==> src/rtl/core_pkg.sv <==
// Shared load definitions: funct3 encodings, FSM state type, legality and size helpers.
package core_pkg;

    localparam logic [2:0] F3_LB  = 3'b000;
    localparam logic [2:0] F3_LH  = 3'b001;
    localparam logic [2:0] F3_LW  = 3'b010;
    localparam logic [2:0] F3_LD  = 3'b011;
    localparam logic [2:0] F3_LBU = 3'b100;
    localparam logic [2:0] F3_LHU = 3'b101;
    localparam logic [2:0] F3_LWU = 3'b110;

    typedef enum logic {
        ST_IDLE,
        ST_HOLD
    } state_t;

    // ld and lwu only exist on a 64-bit datapath.
    function automatic logic funct3_legal(input logic [2:0] f3, input int xlen);
        case (f3)
            F3_LB, F3_LH, F3_LW, F3_LBU, F3_LHU: return 1'b1;
            F3_LD, F3_LWU:                       return (xlen == 64);
            default:                             return 1'b0;
        endcase
    endfunction

    function automatic logic [3:0] size_bytes(input logic [2:0] f3);
        return 4'd1 << f3[1:0];
    endfunction

endpackage

==> src/rtl/load_extend.sv <==
// Combinational shift/extend of a {hi,lo} beat pair by byte offset and load funct3.
// LOAD_MISALIGN_EN: when undefined, any offset not a multiple of the access size faults.
module load_extend
    import core_pkg::*;
#(
    parameter int XLEN = 32
) (
    input  logic [XLEN-1:0]           hi,
    input  logic [XLEN-1:0]           lo,
    input  logic [$clog2(XLEN/8)-1:0] offset,
    input  logic [2:0]                funct3,
    output logic [XLEN-1:0]           data,
    output logic                      fault
);
    localparam int IDX_W = $clog2(XLEN);

    logic [3:0]       size;
    logic [6:0]       field_bits;
    logic [IDX_W-1:0] sign_idx;
    logic [XLEN-1:0]  low;
    logic [XLEN-1:0]  mask;
    logic             sign;
    logic             legal;

    assign size       = size_bytes(funct3);
    assign field_bits = {size, 3'b000};
    assign sign_idx   = IDX_W'(field_bits - 7'd1);
    assign low        = XLEN'({hi, lo} >> {offset, 3'b000});
    assign legal      = funct3_legal(funct3, XLEN);
    assign sign       = !funct3[2] && low[sign_idx];

    // A full-width field sets every mask bit, so ~mask is zero and nothing is filled.
    for (genvar gi = 0; gi < XLEN; gi++) begin : g_mask
        assign mask[gi] = (7'(gi) < field_bits);
    end

`ifdef LOAD_MISALIGN_EN
    assign fault = !legal;
`else
    logic [3:0] off_ext;
    assign off_ext = 4'(offset);
    assign fault   = !legal || (|(off_ext & (size - 4'd1)));
`endif

    assign data = fault ? '0 : ((low & mask) | (sign ? ~mask : '0));

endmodule

==> src/rtl/load_align_unit.sv <==
// Load-return unit: beat capture, optional two-beat assembly FSM, single-stage output register.
// LOAD_MISALIGN_EN: enables in-word misaligned loads and the IDLE->HOLD->IDLE spanning path.
module load_align_unit
    import core_pkg::*;
#(
    parameter int XLEN = 32,
    parameter int RD_W = 5,
    localparam int OFF_W = $clog2(XLEN / 8)
) (
    input  logic            clk,
    input  logic            rst_n,
    input  logic            in_valid,
    output logic            in_ready,
    input  logic [XLEN-1:0] in_data,
    input  logic [OFF_W-1:0] in_offset,
    input  logic [2:0]      in_funct3,
    input  logic [RD_W-1:0] in_rd,
    output logic            wb_valid,
    input  logic            wb_ready,
    output logic [XLEN-1:0] wb_data,
    output logic [RD_W-1:0] wb_rd,
    output logic            wb_fault
);
    logic            accept;
    logic            load_out;
    logic            ext_fault;
    logic [XLEN-1:0] beat_hi;
    logic [XLEN-1:0] beat_lo;
    logic [XLEN-1:0] ext_data;

    assign in_ready = !wb_valid || wb_ready;
    assign accept   = in_valid && in_ready;

`ifdef LOAD_MISALIGN_EN
    state_t          state_reg;
    state_t          state_next;
    logic [XLEN-1:0] lo_reg;
    logic            span;
    logic            capture_lo;

    assign span    = (5'(in_offset) + 5'(size_bytes(in_funct3))) > 5'(XLEN / 8);
    assign beat_hi = (state_reg == ST_HOLD) ? in_data : '0;
    assign beat_lo = (state_reg == ST_HOLD) ? lo_reg : in_data;

    always_ff @(posedge clk) begin
        if (!rst_n) state_reg <= ST_IDLE;
        else        state_reg <= state_next;
    end

    always_comb begin
        state_next = state_reg;
        case (state_reg)
            ST_IDLE: if (accept && span && !ext_fault) state_next = ST_HOLD;
            ST_HOLD: if (accept) state_next = ST_IDLE;
            default: state_next = ST_IDLE;
        endcase
    end

    // Faulting spanning loads never enter HOLD; they retire in one beat.
    always_comb begin
        capture_lo = 1'b0;
        load_out   = 1'b0;
        case (state_reg)
            ST_IDLE: begin
                capture_lo = accept && span && !ext_fault;
                load_out   = accept && !(span && !ext_fault);
            end
            ST_HOLD: load_out = accept;
            default: ;
        endcase
    end

    always_ff @(posedge clk) begin
        if (!rst_n)          lo_reg <= '0;
        else if (capture_lo) lo_reg <= in_data;
    end
`else
    assign beat_hi  = '0;
    assign beat_lo  = in_data;
    assign load_out = accept;
`endif

    load_extend #(.XLEN(XLEN)) u_extend (
        .hi     (beat_hi),
        .lo     (beat_lo),
        .offset (in_offset),
        .funct3 (in_funct3),
        .data   (ext_data),
        .fault  (ext_fault)
    );

    // A new result takes priority over consumption of the old one.
    always_ff @(posedge clk) begin
        if (!rst_n) begin
            wb_valid <= 1'b0;
            wb_data  <= '0;
            wb_rd    <= '0;
            wb_fault <= 1'b0;
        end else if (load_out) begin
            wb_valid <= 1'b1;
            wb_data  <= ext_data;
            wb_rd    <= in_rd;
            wb_fault <= ext_fault;
        end else if (wb_ready) begin
            wb_valid <= 1'b0;
        end
    end

endmodule
==> config.mk <==
export PLATFORM = sky130hd
export DESIGN_NAME = load_align_unit
export DESIGN_NICKNAME = d
export VERILOG_FILES = /design/src/rtl/core_pkg.sv /design/src/rtl/load_extend.sv /design/src/rtl/load_align_unit.sv
export SDC_FILE = /design/constraint.sdc
export NUM_CORES = 1
export LEC_CHECK = 0
export BUFFER_PORTS_ARGS = -buffer_cell sky130_fd_sc_hd__buf_2
export CAP_MARGIN = 20
export CORE_ASPECT_RATIO = 1.75
export CORE_UTILIZATION = 44
export CTS_BUF_LIST = sky130_fd_sc_hd__clkbuf_8
export DETAILED_ROUTE_END_ITERATION = 12
export HOLD_SLACK_MARGIN = 0.1
export PLACE_DENSITY = 0.78
export SYNTH_ARGS = -nofsm -noshare
export SYNTH_HDL_FRONTEND = slang
export SYNTH_SLANG_ARGS = --single-unit
export TNS_END_PERCENT = 100
==> constraint.sdc <==
create_clock -name clk -period 1.5 [get_ports clk]
set_input_delay 0 -clock clk [delete_from_list [all_inputs] [get_ports clk]]
set_output_delay 0 -clock clk [all_outputs]
set_load 0.005 [all_outputs]
==> flow_summary.json <==
{
  "status": "completed",
  "dp_hpwl_mm": 4.37,
  "clkPwrFrac": 0.302,
  "grt_util_all_layers": 0.262,
  "clock_latency_ns": 0.29,
  "yosys.cell_types.count": 35,
  "fin_skew_ns": 0.00462,
  "routed-via-count": 2249,
  "combinationalPowerShare": 0.221,
  "fp.dieW_um": 53.2,
  "grt_max_degree": 38,
  "avgViaCountPerCell": 5.55,
  "drc": 0,
  "antenna_found_initial": 0,
  "period_minus_slack_ns": 1.43,
  "syn_area_um2": 2020,
  "coreArea_um2": 4400,
  "yosysTopAreaCell": "dfxtp_1",
  "critical-path-max-stage-delay_ns": 0.34,
  "firstDrtPassIters": 4,
  "areaGrowthSynthToFinish_pct": 45.3,
  "rrSetupSlack_ns": 0.07,
  "rsz0062_at_grt": "true",
  "start_util": 0.458,
  "clkTransAtPathRegs_ns": 0.08,
  "syn_area_per_cell_um2": 8.54,
  "grt_overflow_total": 0,
  "worstPathMaxFanout": 10,
  "path_depth": 6,
  "antennaDiodeCount": 0,
  "dp_slack_ns": -0.185,
  "num-nets-final": 400,
  "worst_slew_pin_slew_ns": 0.379,
  "hold_viol": 0,
  "fin_ws_ns": 0.0731,
  "crit_path_end_kind": "register",
  "crit_required_ns": 1.71,
  "final_antenna_net_count": 0,
  "min_path_cells": 4,
  "r2r_cells": 6,
  "syn_inst": 236,
  "setup_viol": 0,
  "num_io_pins": 86,
  "synthFlopType": "dfxtp_1",
  "grt_pass1_wl_mm": 9.50,
  "hold_path.startpoint": "in_data[31]",
  "ys.warnings.count": 0,
  "synth_edf_count": 0,
  "cts-root-buf": "clkbuf_8",
  "leakage_nw": 1.33,
  "rows": 32,
  "cp.arrival_ns": 1.64,
  "cap_violations": 0,
  "drt_wl_total_mm": 6.16,
  "grt_pass1_vias": 2154,
  "cp_num_buf_inv": 1,
  "port_buffers": 85,
  "syn_nets": 283,
  "ys_ff_latch": 39,
  "cts_max_path_buffers": 2,
  "setup.worst_path.class": "reg -> reg",
  "netlist.area_leader.share": 0.387,
  "max_slew_margin": 0.748,
  "wire_per_inst_um": 15.2,
  "hold_path_end": "wb_data[31]$_SDFFE_PN0P_",
  "async_flop_share": 0,
  "cts_sinks": 39,
  "finalCoreUtilization": 0.665,
  "crit_slowest_cell": "nor4b_4",
  "drive_above_1_share": 0.381,
  "cts_tree": "done",
  "power.density_nw_per_um2": 777,
  "h-tree-depth": 2,
  "worstSetupStartpointType": "register",
  "p_sw_frac": 0.286,
  "timing.final.crit_share": 0.951,
  "fillers": 386,
  "synthTopCellsByArea": "dfxtp_1 39%, o21ai_0 7.0%, a22oi_1 6.0%, a21oi_1 5.0%, mux2i_1 5.0%",
  "die_area_um2": 4870,
  "cts_buffers": 5,
  "gp_congestion": 0.910,
  "hp-class": "in -> reg",
  "fp.dieH_um": 91.5,
  "crit_family": "simple AND/OR/NAND/NOR gates",
  "p_int_mw": 1.63,
  "ir_worst_vdd_v": 0.000718,
  "yosysSeqAreaShare": 0.387,
  "drv_slew": 0,
  "drt_iter0_markers": 71,
  "p_switching_mw": 0.651,
  "max_freq_ghz": 0.701,
  "r2r-start": "wb_valid$_SDFFE_PN0P_",
  "reg2reg_to": "wb_data[16]$_SDFFE_PN0P_",
  "path_cells": "nand2b_1, nand2_1, nor4b_4, o21ai_4, buf_12, o21ai_0",
  "power_frac_seq": 0.477
}
-- tightest hold or removal path, delay by kind of cell --
family | cells | cell delay [ns]
compound gates | 2 | 0.17
buf+inv | 2 | 0.21
-- layout by cell type (no fill, tap or decap), types with 2 or more instances in the layout --
| cell type | n |
|---|---|
| buf_2 | 85 |
| mux2i_1 | 10 |
| a211oi_1 | 8 |
| nand3_1 | 9 |
| dfxtp_1 | 39 |
| o21ai_1 | 6 |
| nor3_1 | 2 |
| a32oi_1 | 9 |
| nor2_1 | 5 |
| nand2b_1 | 3 |
| nor2_2 | 2 |
| dlygate4sd3_1 | 21 |
| buf_4 | 19 |
| nor2b_1 | 10 |
| mux2_2 | 2 |
| o21ai_2 | 10 |
| a21oi_1 | 20 |
| buf_6 | 2 |
| o21ai_0 | 27 |
| nand2_1 | 19 |
| buf_12 | 2 |
| o22ai_1 | 2 |
| clkbuf_8 | 5 |
| inv_1 | 6 |
| a22oi_1 | 16 |
-- synthesized netlist by cell type (all sizes together), types with 7 or more instances --
| master | count |
|---|---|
| a211oi | 8 |
| a21oi | 20 |
| a22oi | 16 |
| a32oi | 9 |
| buf | 9 |
| clkbuf | 10 |
| dfxtp | 39 |
| mux2i | 10 |
| nand2 | 19 |
| nand3 | 10 |
| nor2 | 7 |
| nor2b | 10 |
| o21ai | 44 |
-- cell families (layout without fill, tap and decap cells) --
logic type | count (synthesis) | after routing | share of synthesized area
AO/OA/AOI/OAI | 103 | 103 | 0.344
AND/OR/NAND/NOR | 57 | 57 | 0.146
flip-flops | 39 | 39 | 0.387
buffers and inverters | 24 | 142 | 0.0559
multiplexers | 12 | 12 | 0.0608
adder cells (fa/ha/maj) | 1 | 1 | 0.00621
-- power groups by stage --
stage | logic [mW] | registers [mW] | clock network [mW]
floorplan | 0.235 | 1.11 | 0
global placement | 0.439 | 1.11 | 0
detailed placement | 0.445 | 1.11 | 0
CTS | 0.489 | 1.09 | 0.700
global route | 0.549 | 1.09 | 0.723
finish | 0.503 | 1.09 | 0.687
-- layer usage --
layer	vias to the layer above	share of wire	global-route usage	wire, um
met5	-	0	0	0
met4	0	0.015	0.103	95
met3	8	0.057	0.0402	351
met2	88	0.55	0.473	3390
met1	1043	0.38	0.289	2330
li1	1110	-	-	-
-- timing repair --
item                                    CTS  global route
hold endpoints to repair                 20             0
gates resized for setup                   0             5
buffers inserted                          0             0
hold buffers                             21             0
endpoints found under the setup margin    0             7
-- stage by stage --
stage / instances / cell area [um2] / hold slack, ns / setup TNS (ns) / power (mW)
finish: 405 / 2930 / 0.129 / 0 / 2.28
global placement: 376 / 2610 / 0.244 / -2.77 / 1.55
floorplan: 236 / 2020 / 0.129 / 0 / 1.35
CTS: 405 / 2910 / 0.118 / 0 / 2.27
detailed placement: 376 / 2610 / 0.249 / -3.76 / 1.55
global route: 405 / 2930 / 0.135 / -0.160 / 2.36
-- flip-flops by register name (all words and copies together) (netlist names) --
register,count
wb_fault,1
wb_valid,1
wb_rd,5
wb_data,32
-- worst max path at each step --
stage / from / end
final: wb_valid$_SDFFE_PN0P_ / wb_data[16]$_SDFFE_PN0P_
after global routing: wb_valid$_SDFFE_PN0P_ / wb_data[16]$_SDFFE_PN0P_
after CTS: wb_valid$_SDFFE_PN0P_ / wb_data[5]$_SDFFE_PN0P_
after detailed placement: in_funct3[1] / wb_data[5]$_SDFFE_PN0P_
after global placement: in_funct3[1] / wb_data[29]$_SDFFE_PN0P_
after floorplan: in_funct3[1] / wb_data[22]$_SDFFE_PN0P_
-- cell type report --
| class | count | area (um2) | area share |
|---|---|---|---|
| Clock buffer | 5 | 68.8 | 0.0235 |
| Clock inverter | 3 | 16.3 | 0.00555 |
| Inverter | 5 | 18.8 | 0.00641 |
| Multi-Input combinational cell | 173 | 1140 | 0.389 |
| Sequential cell | 39 | 781 | 0.267 |
| Tap cell | 51 | 63.8 | 0.0218 |
| Timing Repair Buffer | 129 | 841 | 0.287 |
No activity file was read; power rests on OpenSTA's default activity.
